**src/rtl/approx_mult_reconstruct.sv**
```systemverilog
// Sequential shift-add reconstructor x = q*y + r, the inverse path of the 16/8 array divider.
// The low APPROX_BITS columns of the partial-product adder use carry-dropping approximate cells.
module approx_mult_reconstruct #(
    parameter int APPROX_BITS = 0
) (
    input  logic        clk,
    input  logic        rst,
    input  logic        start,
    input  logic [7:0]  q,
    input  logic [7:0]  y,
    input  logic [7:0]  r,
    output logic        busy,
    output logic        done,
    output logic [15:0] x
);

    typedef enum logic [1:0] {
        IDLE,
        MUL,
        ACC
    } state_t;

    state_t      state;
    state_t      state_nxt;
    logic [15:0] p;
    logic [15:0] p_nxt;
    logic [7:0]  yr;
    logic [7:0]  yr_nxt;
    logic [7:0]  rr;
    logic [7:0]  rr_nxt;
    logic [2:0]  cnt;
    logic [2:0]  cnt_nxt;
    logic [15:0] x_nxt;
    logic        busy_nxt;
    logic        done_nxt;

    logic [7:0]  add_sum;
    logic        add_cout;
    logic [15:0] step_p;

    // Approximate cells ignore their carry-in and emit a&b as carry-out.
    always_comb begin
        logic carry;
        carry   = 1'b0;
        add_sum = '0;
        for (int i = 0; i < 8; i++) begin
            if (i < APPROX_BITS) begin
                add_sum[i] = p[8+i] ^ yr[i];
                carry      = p[8+i] & yr[i];
            end else begin
                add_sum[i] = p[8+i] ^ yr[i] ^ carry;
                carry      = (p[8+i] & yr[i]) | (carry & (p[8+i] ^ yr[i]));
            end
        end
        add_cout = carry;
    end

    always_comb begin
        if (p[0]) begin
            step_p = {add_cout, add_sum, p[7:1]};
        end else begin
            step_p = {1'b0, p[15:8], p[7:1]};
        end
    end

    always_comb begin
        state_nxt = state;
        p_nxt     = p;
        yr_nxt    = yr;
        rr_nxt    = rr;
        cnt_nxt   = cnt;
        x_nxt     = x;
        busy_nxt  = busy;
        done_nxt  = 1'b0;
        case (state)
            IDLE: begin
                if (start) begin
                    yr_nxt    = y;
                    rr_nxt    = r;
                    p_nxt     = {8'h00, q};
                    cnt_nxt   = 3'd0;
                    busy_nxt  = 1'b1;
                    state_nxt = MUL;
                end
            end
            MUL: begin
                p_nxt   = step_p;
                cnt_nxt = cnt + 3'd1;
                if (cnt == 3'd7) begin
                    state_nxt = ACC;
                end
            end
            ACC: begin
                x_nxt     = p + {8'h00, rr};
                done_nxt  = 1'b1;
                busy_nxt  = 1'b0;
                state_nxt = IDLE;
            end
            default: begin
                busy_nxt  = 1'b0;
                state_nxt = IDLE;
            end
        endcase
    end

    always_ff @(posedge clk) begin
        if (rst) begin
            state <= IDLE;
            p     <= '0;
            yr    <= '0;
            rr    <= '0;
            cnt   <= '0;
            x     <= '0;
            busy  <= 1'b0;
            done  <= 1'b0;
        end else begin
            state <= state_nxt;
            p     <= p_nxt;
            yr    <= yr_nxt;
            rr    <= rr_nxt;
            cnt   <= cnt_nxt;
            x     <= x_nxt;
            busy  <= busy_nxt;
            done  <= done_nxt;
        end
    end

endmodule

```
**config.mk**
```make
export PLATFORM = sky130hd
export DESIGN_NAME = approx_mult_reconstruct
export DESIGN_NICKNAME = d
export VERILOG_FILES = /design/src/rtl/approx_mult_reconstruct.sv
export SDC_FILE = /design/constraint.sdc
export NUM_CORES = 1
export LEC_CHECK = 0
export CAP_MARGIN = 30
export CORE_UTILIZATION = 37
export DETAILED_ROUTE_END_ITERATION = 16
export PLACE_DENSITY = 0.55
export REMOVE_ABC_BUFFERS = 1
export SLEW_MARGIN = 20
export SYNTH_ARGS = -nofsm -noshare
export SYNTH_HDL_FRONTEND = slang
export SYNTH_SLANG_ARGS = --single-unit
```
**constraint.sdc**
```tcl
create_clock -name clk -period 9.1 [get_ports clk]
set_input_delay 2.73 -clock clk [delete_from_list [all_inputs] [get_ports clk]]
set_output_delay 2.73 -clock clk [all_outputs]
set_load 0.01 [all_outputs]
```
# == Word-level counts from Yosys, hierarchy flattened ==
# Index checks and enable logic that the tools add are counted.
# totals
ff_bits,55
inputBits,27
out_inout_bits,18
elab_cells,70
# classes
add_sub_neg,2
n_eq_ne,5
n_mux,11
bitwise_logic,38
n_reduce_logical,6
# ops
cell,count
two-way mux 16 bit,2
case mux 16 bit (2 select lines),1
adder 16 x 8 -> 16 bit,1
AND 1 bit,15
XOR 1 bit,15
AND reduction 2 bit,4
bitwise OR 1 bit,7
case mux 3 bit (2 select lines),1
two-way mux 2 bit,2
inequality test 2 bit (second input constant),2
case mux 2 bit (2 select lines),1
adder 3 x 1 -> 3 bit (second input constant),1
equality test 3 bit (second input constant),1
two-way mux 3 bit,1
equality test 2 x 1 -> 1 bit (second input constant),1
equality test 2 bit (second input constant),1
zero test 2 bit,1
two-way mux 1 bit,2
case mux 1 bit (2 select lines),1
nonzero test 2 bit,1
NOT 1 bit,1

# == Longest topological paths before layout ==
# Gate-level depths: netlist of run 1.
# depth
depth_word,17
mapped_depth,14
ltp_nobuf,14

# == Worst setup path after synthesis of run 1 ==
# No wires, ideal clock.
# synth_path
path_type,input to register
startpoint,input rst
endpoint,register cnt[0]
setup_time_ns,0.128
arrival_ns,3.572
required_ns,8.972
path_slack_ns,5.401
stages,4
path_buffers,3
path_cell_list,clkbuf_1 -> clkbuf_1 -> buf_1 -> nor2_1
# synth_rtl
item,line,text
from (decl),7,"input logic rst,"
to (signal assigned),121,cnt <= cnt_nxt;
to (decl),31,logic [2:0] cnt;
# No word-level cell between the ends.

# == Final worst setup path of run 1 ==
# layout_path
startpoint,input start
endpoint,register yr[6]
# layout_between
elab_chain_cells,1
# layout_lines
item,line,text
from (decl),8,"input logic start,"
AND reduction 2 bit (no source line),-,
to (signal assigned),119,yr <= yr_nxt;
to (decl),27,logic [7:0] yr;
# Every way passes these cells.
# A chain may end at the register's enable or synchronous reset.

==> results of run 1 <==
[cells by family after synthesis]
| kind of cell | synth area share |
|---|---|
| simple gates | 0.207 |
| compound gates | 0.233 |
| flops | 0.375 |
| buf+inv | 0.0660 |
| fa+ha+maj | 0.101 |
| xor+xnor | 0.0119 |
| mux | 0.00681 |
[per-stage QoR]
stage	hold WS, ns	worst slack [ns]	instances	instance area (sq um)	utilization
floorplan	0.430	5.47	348	2830	-
global placement	0.439	4.41	497	3420	0.444
detailed placement	0.445	4.35	497	3420	0.444
CTS	0.460	4.68	505	3500	0.455
global route	0.485	4.70	506	3510	0.456
finish	0.454	4.92	506	3510	0.456
[final cells by class]
type | count | area, sq um
tap | 102 | 128
clock inverter | 2 | 12.5
multi-input combinational | 270 | 1640
fill | 811 | 4180
sequential | 55 | 1100
inverter | 23 | 86.3
clock buffer | 6 | 72.6
timing repair buffer | 48 | 465
[power by group]
group / internal (uW) / leakage, uW / switching [uW] / total (uW)
combinational: 30.2 / 0.000786 / 37.1 / 67.3
sequential: 250 / 0.000449 / 11.5 / 261
clock: 54.1 / 0.0000412 / 83.3 / 137
total: 334 / 0.00128 / 132 / 466
[worst max-delay path by stage]
stage	from	to	depth (start not counted)
2_1_floorplan	start	p[7]$_SDFFE_PP0P_	4
3_3_place_gp	start	p[7]$_SDFFE_PP0P_	5
3_5_place_dp	start	p[7]$_SDFFE_PP0P_	5
4_1_cts	start	p[7]$_SDFFE_PP0P_	5
5_1_grt	start	yr[3]$_SDFFE_PP0P_	4
6_report	start	yr[6]$_SDFFE_PP0P_	4
[flip-flops by register name, summed over array words and instances (netlist names)]
name and cells:
rr 8, p 16, yr 8, done 1, x 16, cnt 3
state 2, busy 1
[cells in the mapped netlist (all sizes together), types with 4 or more instances]
| master | count | area [sq um] |
|---|---|---|
| nor2b | 6 | 37.5 |
| clkbuf | 12 | 45.0 |
| ha | 11 | 138 |
| nand3 | 13 | 65.1 |
| inv | 23 | 86.3 |
| o21ai | 16 | 83.8 |
| a21o | 4 | 31.3 |
| o211ai | 6 | 45.0 |
| nor2 | 37 | 139 |
| a21oi | 52 | 279 |
| o221a | 4 | 45.0 |
| nand2 | 60 | 225 |
| dfxtp | 55 | 1100 |
| a211oi | 6 | 45.0 |
| fa | 8 | 160 |
| a2111oi | 5 | 50.0 |
| nor3 | 5 | 25.0 |
| nand2b | 5 | 31.3 |
| buf | 13 | 62.6 |
[routing by layer]
layer	vias up	part of all wire
met4	0	0.0076
met5	-	0
met3	4	0.041
met1	1205	0.50
met2	52	0.45
li1	1347	-
[worst max-delay path, delay by kind of cell]
family	cells	cell delay, ns
AO/OA/AOI/OAI	1	0.08
buffers and inverters	1	0.78
AND/OR/NAND/NOR	2	0.77
==> impl_results.html, run 1 <==
<table>
<tr><th>Metric</th><th>Value</th></tr>
<tr><th colspan="2">Routing</th></tr>
<tr><td>DRC violations left</td><td>0</td></tr>
<tr><td>DRT Pass-1 Iters</td><td>4</td></tr>
<tr><td>DR vias</td><td>2608</td></tr>
<tr><td>Starting DRT DRC Count</td><td>110</td></tr>
<tr><td>Avg WL per Cell</td><td>14.1 um</td></tr>
<tr><td>Avg Vias per Cell</td><td>5.15</td></tr>
<tr><td>Residual antenna-violating net count after detailed routing</td><td>0</td></tr>
<tr><td>Total Wirelength</td><td>7.12 mm</td></tr>
<tr><th colspan="2">STA</th></tr>
<tr><td>Sum of negative setup slack</td><td>0 ns</td></tr>
<tr><td>Share of the clock period used by the worst path</td><td>0.459</td></tr>
<tr><td>Slew margin rel.</td><td>0.408</td></tr>
<tr><td>Max Fclk</td><td>0.239 GHz</td></tr>
<tr><td>Transition at the pin with the smallest max-transition slack</td><td>0.889 ns</td></tr>
<tr><td>Final-report max-slew violation count</td><td>0</td></tr>
<tr><td>Setup skew after layout</td><td>0.0130 ns</td></tr>
<tr><td>RSZ-0062 raised after global routing</td><td>no</td></tr>
<tr><td>Final hold violation count</td><td>0</td></tr>
<tr><td>Period minus WS final</td><td>4.18 ns</td></tr>
<tr><td>Count of endpoints failing setup in the final report</td><td>0</td></tr>
<tr><th colspan="2">Die</th></tr>
<tr><td>IO Pins</td><td>45</td></tr>
<tr><td>Die extent in y</td><td>91.1 um</td></tr>
<tr><td>Placement row count</td><td>32</td></tr>
<tr><td>Floorplan core area</td><td>7690 sq um</td></tr>
<tr><td>Floorplan die area</td><td>8300 sq um</td></tr>
<tr><td>Chip Width</td><td>91.1 um</td></tr>
<tr><td>Initial cell density of the core</td><td>0.382</td></tr>
<tr><th colspan="2">Place</th></tr>
<tr><td>Final estimated routing congestion in global placement</td><td>0.819</td></tr>
<tr><td>Port-buffer cells</td><td>44</td></tr>
<tr><td>Post-detail-place hpwl</td><td>4.86 mm</td></tr>
<tr><th colspan="2">Worst hold path</th></tr>
<tr><td>Endpoint of the worst hold-timing path</td><td>x[3]$_SDFFE_PP0P_</td></tr>
<tr><td>Class of the worst hold path</td><td>flop to flop</td></tr>
<tr><td>Launch instance of the worst min-delay path</td><td>x[3]$_SDFFE_PP0P_</td></tr>
<tr><td>Hold Path Cell Cnt</td><td>2</td></tr>
<tr><th colspan="2">Clock tree</th></tr>
<tr><td>Clock tree from TritonCTS</td><td>done</td></tr>
<tr><td>Postcts setup bufs</td><td>0</td></tr>
<tr><td>Clock root buffer</td><td>sky130_fd_sc_hd__clkbuf_8</td></tr>
<tr><td>Clk slew on worst S/H paths</td><td>0.11 ns</td></tr>
<tr><td>Number of H-tree branching levels</td><td>2</td></tr>
<tr><td>Max clock buf depth</td><td>2</td></tr>
<tr><td>Count of hold buffers inserted by post-cts repair</td><td>0</td></tr>
<tr><td>Number of buffers added by the clock tree synthesis step</td><td>5</td></tr>
<tr><td>Total number of clock tree sinks</td><td>55</td></tr>
<tr><td>Clk_lat worst skew</td><td>0.32 ns</td></tr>
<tr><td>Post-cts sizing count</td><td>0</td></tr>
<tr><th colspan="2">Job</th></tr>
<tr><td>Max cap viols</td><td>0</td></tr>
<tr><th colspan="2">Global routing</th></tr>
<tr><td>Maximum number of pins on one net before global-route repair</td><td>54</td></tr>
<tr><td>Vias in the first global route</td><td>2360</td></tr>
<tr><td>Aggregate global routing overflow</td><td>0</td></tr>
<tr><td>Global-route met2 utilization</td><td>0.287</td></tr>
<tr><td>Global-route wire length before repair</td><td>11.8 mm</td></tr>
<tr><td>Antenna violations before repair</td><td>0</td></tr>
<tr><td>Fraction of met3 tracks used by global routing</td><td>0.0251</td></tr>
<tr><td>Global-route track usage on met1</td><td>0.259</td></tr>
<tr><td>Overall global routing resource usage</td><td>0.181</td></tr>
<tr><td>Most utilized layer in the global route result</td><td>met2</td></tr>
<tr><th colspan="2">Final layout</th></tr>
<tr><td>Leading cell type in the layout, fill and taps excluded</td><td>sky130_fd_sc_hd__nand2_1</td></tr>
<tr><td>Fraction of layout instances using a drive strength above 1</td><td>0.0545</td></tr>
<tr><td>Count of nets after finishing</td><td>449</td></tr>
<tr><td>Synthesis-to-layout area growth</td><td>19.4%</td></tr>
<tr><td>Diode count</td><td>0</td></tr>
<tr><td>Commonest non-fill, non-tap cells in the layout</td><td>sky130_fd_sc_hd__nand2_1, sky130_fd_sc_hd__dfxtp_1, sky130_fd_sc_hd__a21oi_1</td></tr>
<tr><th colspan="2">Synthesis</th></tr>
<tr><td>Share of flip-flops with an asynchronous set or reset</td><td>0</td></tr>
<tr><td>Post-synthesis instance area</td><td>2940 sq um</td></tr>
<tr><td>Sequential-to-total area share from yosys stat</td><td>0.375</td></tr>
<tr><td>Most frequently used flop master after synthesis</td><td>sky130_fd_sc_hd__dfxtp_1</td></tr>
<tr><td>Synth unique cells</td><td>43</td></tr>
<tr><td>Post-synth EDFFs</td><td>0</td></tr>
<tr><td>Average cell area after synthesis</td><td>7.88 sq um</td></tr>
<tr><td>Number of synthesis warnings</td><td>0</td></tr>
<tr><td>Cell count after synthesis</td><td>373</td></tr>
<tr><td>Register bit total from synthesis</td><td>55</td></tr>
<tr><th colspan="2">Worst setup path</th></tr>
<tr><td>Cell type of the slowest stage on the worst timing path</td><td>sky130_fd_sc_hd__clkdlybuf4s50_1</td></tr>
<tr><td>Length in cells of the worst reg-to-reg path</td><td>14</td></tr>
<tr><td>Most used cell along the critical path</td><td>sky130_fd_sc_hd__nand2_1</td></tr>
<tr><td>Highest cell delay on the worst timing path</td><td>0.78 ns</td></tr>
<tr><td>Capturing element type of the critical path</td><td>flop</td></tr>
<tr><td>Kind of critical path</td><td>input pin to flop</td></tr>
<tr><td>Chain of cells forming the critical path</td><td>clkdlybuf4s50_1 -&gt; nand2_1 -&gt; nand2_1 -&gt; a21oi_1</td></tr>
<tr><td>Reg-to-Reg End</td><td>p[14]$_SDFFE_PP0P_</td></tr>
<tr><td>Start of the worst register-to-register path</td><td>p[8]$_SDFFE_PP0P_</td></tr>
<tr><td>Data arrival time of the worst path</td><td>4.36 ns</td></tr>
<tr><td>Crit path max fanout</td><td>17</td></tr>
<tr><td>Critical path startpoint category</td><td>input pin</td></tr>
<tr><td>Register-to-register setup slack</td><td>5.29 ns</td></tr>
<tr><td>Required @ worst endpoint</td><td>9.28 ns</td></tr>
<tr><th colspan="2">Power and ir drop</th></tr>
<tr><td>Power per Cell Area</td><td>133 nW/um^2</td></tr>
<tr><td>Worst voltage drop across the vdd grid</td><td>0.0000609 V</td></tr>
<tr><td>Static leakage power</td><td>0.00128 uW</td></tr>
<tr><td>Total power consumption of the routed design</td><td>466 uW</td></tr>
<tr><th colspan="2">Status</th></tr>
<tr><td>Result of the run</td><td>finished, final reports clean</td></tr>
</table>
Note: power is estimated with default switching activity, not from simulation.
==> run 2, diff against run 1 <==
--- a/config.mk
+++ b/config.mk
@@ -8,7 +8,7 @@
 export CAP_MARGIN = 30
 export CORE_UTILIZATION = 37
 export DETAILED_ROUTE_END_ITERATION = 16
-export PLACE_DENSITY = 0.55
+export PLACE_DENSITY = 0.58
 export REMOVE_ABC_BUFFERS = 1
 export SLEW_MARGIN = 20
 export SYNTH_ARGS = -nofsm -noshare
==> constraint.sdc (replaced) <==
create_clock -name clk -period 3.6 [get_ports clk]
set_input_delay 1.08 -clock clk [delete_from_list [all_inputs] [get_ports clk]]
set_output_delay 1.08 -clock clk [all_outputs]
set_load 0.01 [all_outputs]
==> run 2 against run 1 <==
  * Non-clock buffer count rose by 6
  * Final cell count rose by 1.2%
  * Routed wire length is 4.4% lower
  * Worst setup slack got worse by 4.8 ns
  * Register-to-register slack worse by 5.1 ns
  * Critical path type is now flop to flop
  * Largest cell class unchanged
  * Largest power group unchanged
==> impl_results.html, run 2 (synthesis results as in run 1) <==
<table>
<tr><th>Metric</th><th>Value</th></tr>
<tr><th colspan="2">Clock tree</th></tr>
<tr><td>Number of buffers added by the clock tree synthesis step</td><td>5 (unchanged)</td></tr>
<tr><td>Number of H-tree branching levels</td><td>2 (unchanged)</td></tr>
<tr><td>Clock root buffer</td><td>sky130_fd_sc_hd__clkbuf_8</td></tr>
<tr><td>Clock tree from TritonCTS</td><td>done</td></tr>
<tr><td>Clk_lat worst skew</td><td>0.31 ns (about the same)</td></tr>
<tr><td>Total number of clock tree sinks</td><td>55 (unchanged)</td></tr>
<tr><td>Clk slew on worst S/H paths</td><td>0.10 ns (about the same)</td></tr>
<tr><td>Max clock buf depth</td><td>2 (unchanged)</td></tr>
<tr><th colspan="2">Global routing</th></tr>
<tr><td>Antenna violations before repair</td><td>0 (unchanged)</td></tr>
<tr><td>Maximum number of pins on one net before global-route repair</td><td>28 (-48%)</td></tr>
<tr><td>Vias in the first global route</td><td>2276 (-3.6%)</td></tr>
<tr><td>Global-route wire length before repair</td><td>11.3 mm (-4.7%)</td></tr>
<tr><td>Overall global routing resource usage</td><td>0.173 (-0.00847)</td></tr>
<tr><td>Aggregate global routing overflow</td><td>0 (unchanged)</td></tr>
<tr><th colspan="2">Die</th></tr>
<tr><td>Placement row count</td><td>32 (unchanged)</td></tr>
<tr><td>Initial cell density of the core</td><td>0.382 (unchanged)</td></tr>
<tr><td>Floorplan core area</td><td>7690 sq um (unchanged)</td></tr>
<tr><td>Chip Width</td><td>91.1 um (unchanged)</td></tr>
<tr><td>IO Pins</td><td>45 (unchanged)</td></tr>
<tr><td>Floorplan die area</td><td>8300 sq um (unchanged)</td></tr>
<tr><td>Die extent in y</td><td>91.1 um (unchanged)</td></tr>
<tr><th colspan="2">Worst setup path</th></tr>
<tr><td>Critical path startpoint category</td><td>flop</td></tr>
<tr><td>Capturing element type of the critical path</td><td>flop</td></tr>
<tr><td>Data arrival time of the worst path</td><td>3.64 ns (-0.72 ns)</td></tr>
<tr><td>Kind of critical path</td><td>flop to flop</td></tr>
<tr><td>Crit path max fanout</td><td>2 (-15)</td></tr>
<tr><td>Required @ worst endpoint</td><td>3.79 ns (-5.49 ns)</td></tr>
<tr><th colspan="2">Power and ir drop</th></tr>
<tr><td>Total power consumption of the routed design</td><td>1250 uW (+170%)</td></tr>
<tr><td>Static leakage power</td><td>0.00133 uW (+3.8%)</td></tr>
<tr><td>Power per Cell Area</td><td>349 nW/um^2 (+160%)</td></tr>
<tr><td>Worst voltage drop across the vdd grid</td><td>0.000196 V (+220%)</td></tr>
<tr><th colspan="2">Place</th></tr>
<tr><td>Port-buffer cells</td><td>44 (unchanged)</td></tr>
<tr><td>Post-detail-place hpwl</td><td>5.02 mm (+3.1%)</td></tr>
<tr><td>Final estimated routing congestion in global placement</td><td>0.791 (-3.5%)</td></tr>
<tr><td>Placed Instance Area</td><td>3470 sq um (+1.5%)</td></tr>
<tr><th colspan="2">Final layout</th></tr>
<tr><td>Final-layout fill cell count</td><td>795 (-2.0%)</td></tr>
<tr><td>Commonest non-fill, non-tap cells in the layout</td><td>sky130_fd_sc_hd__nand2_1, sky130_fd_sc_hd__dfxtp_1, sky130_fd_sc_hd__a21oi_1</td></tr>
<tr><td>Leading cell type in the layout, fill and taps excluded</td><td>sky130_fd_sc_hd__nand2_1</td></tr>
<tr><td>Post-Layout Inst Area</td><td>3590 sq um (+2.2%)</td></tr>
<tr><td>Synthesis-to-layout area growth</td><td>22.1%</td></tr>
<tr><td>Fraction of layout instances using a drive strength above 1</td><td>0.0780 (+0.0236)</td></tr>
<tr><td>Post-layout util</td><td>0.466 (+0.0101)</td></tr>
<tr><td>Diode count</td><td>0 (unchanged)</td></tr>
<tr><td>Largest registers in the final layout</td><td>p: 16 flops, x: 16 flops</td></tr>
<tr><td>Count of nets after finishing</td><td>455 (+1.3%)</td></tr>
<tr><th colspan="2">STA</th></tr>
<tr><td>Period minus WS final</td><td>3.44 ns</td></tr>
<tr><td>Sum of negative setup slack</td><td>0 ns (unchanged)</td></tr>
<tr><td>Final-report max-slew violation count</td><td>0 (unchanged)</td></tr>
<tr><td>Max Fclk</td><td>0.290 GHz</td></tr>
<tr><td>Setup skew after layout</td><td>0.00828 ns (-0.00470 ns)</td></tr>
<tr><td>Transition at the pin with the smallest max-transition slack</td><td>0.827 ns (-0.0620 ns)</td></tr>
<tr><td>Slew margin rel.</td><td>0.449 (+0.0413)</td></tr>
<tr><td>Count of endpoints failing setup in the final report</td><td>0 (unchanged)</td></tr>
<tr><td>Final hold violation count</td><td>0 (unchanged)</td></tr>
<tr><td>RSZ-0062 raised after global routing</td><td>no</td></tr>
<tr><td>Share of the clock period used by the worst path</td><td>0.957</td></tr>
<tr><th colspan="2">Routing</th></tr>
<tr><td>DR vias</td><td>2613 (+0.19%)</td></tr>
<tr><td>DRT Pass-1 Iters</td><td>4 (unchanged)</td></tr>
<tr><td>Residual antenna-violating net count after detailed routing</td><td>0 (unchanged)</td></tr>
<tr><td>Avg Vias per Cell</td><td>5.10 (-0.98%)</td></tr>
<tr><td>DRC violations left</td><td>0 (unchanged)</td></tr>
<tr><td>Starting DRT DRC Count</td><td>109 (-0.91%)</td></tr>
<tr><td>Avg WL per Cell</td><td>13.3 um (-5.5%)</td></tr>
<tr><td>Total Wirelength</td><td>6.80 mm (-4.4%)</td></tr>
<tr><th colspan="2">Worst hold path</th></tr>
<tr><td>Class of the worst hold path</td><td>flop to flop</td></tr>
<tr><th colspan="2">Job</th></tr>
<tr><td>Max cap viols</td><td>0 (unchanged)</td></tr>
<tr><th colspan="2">Status</th></tr>
<tr><td>Result of the run</td><td>finished, final reports clean</td></tr>
</table>
## run 2: repair_timing
action,4_1_cts,5_1_grt
hold buffers,0,0
setup buffers,0,0
gates resized for setup,0,3
setup endpoints to repair,0,1
## run 2: cell type report
type                       instances  area, sq um  area share
multi-input combinational        270         1650       0.459
timing repair buffer              54          510       0.142
tap                              102          128      0.0356
inverter                          23         86.3      0.0241
sequential                        55         1100       0.308
clock inverter                     3         43.8      0.0122
clock buffer                       5         68.8      0.0192
## run 2: worst paths after layout
path                     startpoint                  to  slack (ns)  depth (start not counted)
setup reg to reg  p[8]$_SDFFE_PP0P_  p[14]$_SDFFE_PP0P_        0.16                         14
hold / removal    x[2]$_SDFFE_PP0P_   x[2]$_SDFFE_PP0P_        0.46                          2
hold reg to reg   x[2]$_SDFFE_PP0P_   x[2]$_SDFFE_PP0P_        0.46                          2
setup / recovery  p[8]$_SDFFE_PP0P_  p[14]$_SDFFE_PP0P_        0.16                         14
## run 2: critical path, cell delays in order (launching register included)
cell,delay (ns)
sky130_fd_sc_hd__dfxtp_2,0.34
sky130_fd_sc_hd__ha_1,0.14
sky130_fd_sc_hd__inv_1,0.05
sky130_fd_sc_hd__fa_1,0.38
sky130_fd_sc_hd__fa_2,0.34
sky130_fd_sc_hd__fa_1,0.38
sky130_fd_sc_hd__fa_1,0.39
sky130_fd_sc_hd__fa_1,0.36
sky130_fd_sc_hd__inv_1,0.07
sky130_fd_sc_hd__fa_1,0.16
sky130_fd_sc_hd__inv_1,0.05
sky130_fd_sc_hd__fa_1,0.47
sky130_fd_sc_hd__nand2_1,0.05
sky130_fd_sc_hd__o211ai_1,0.08
sky130_fd_sc_hd__a21oi_1,0.08
## run 2: metal layers
metal  vias to the layer above  track usage  routed length (um)
met4                         0       0.0476                  55
met2                        46        0.273                3100
met5                         -            0                   0
li1                       1362            -                   -
met1                      1199        0.243                3440
met3                         6       0.0268                 208
## run 2: metrics by stage
step	setup WS, ns	cells	hold WS (ns)
floorplan	0.0427	348	0.430
global placement	0.117	504	0.439
detailed placement	0.0703	504	0.448
CTS	0.0553	512	0.462
global route	0.0217	512	0.476
finish	0.156	512	0.459
## run 2: report_power, final
group	internal (uW)	total, uW	switching (uW)
Clock	208	415	208
Sequential	632	654	21.8
Combinational	81.0	182	101
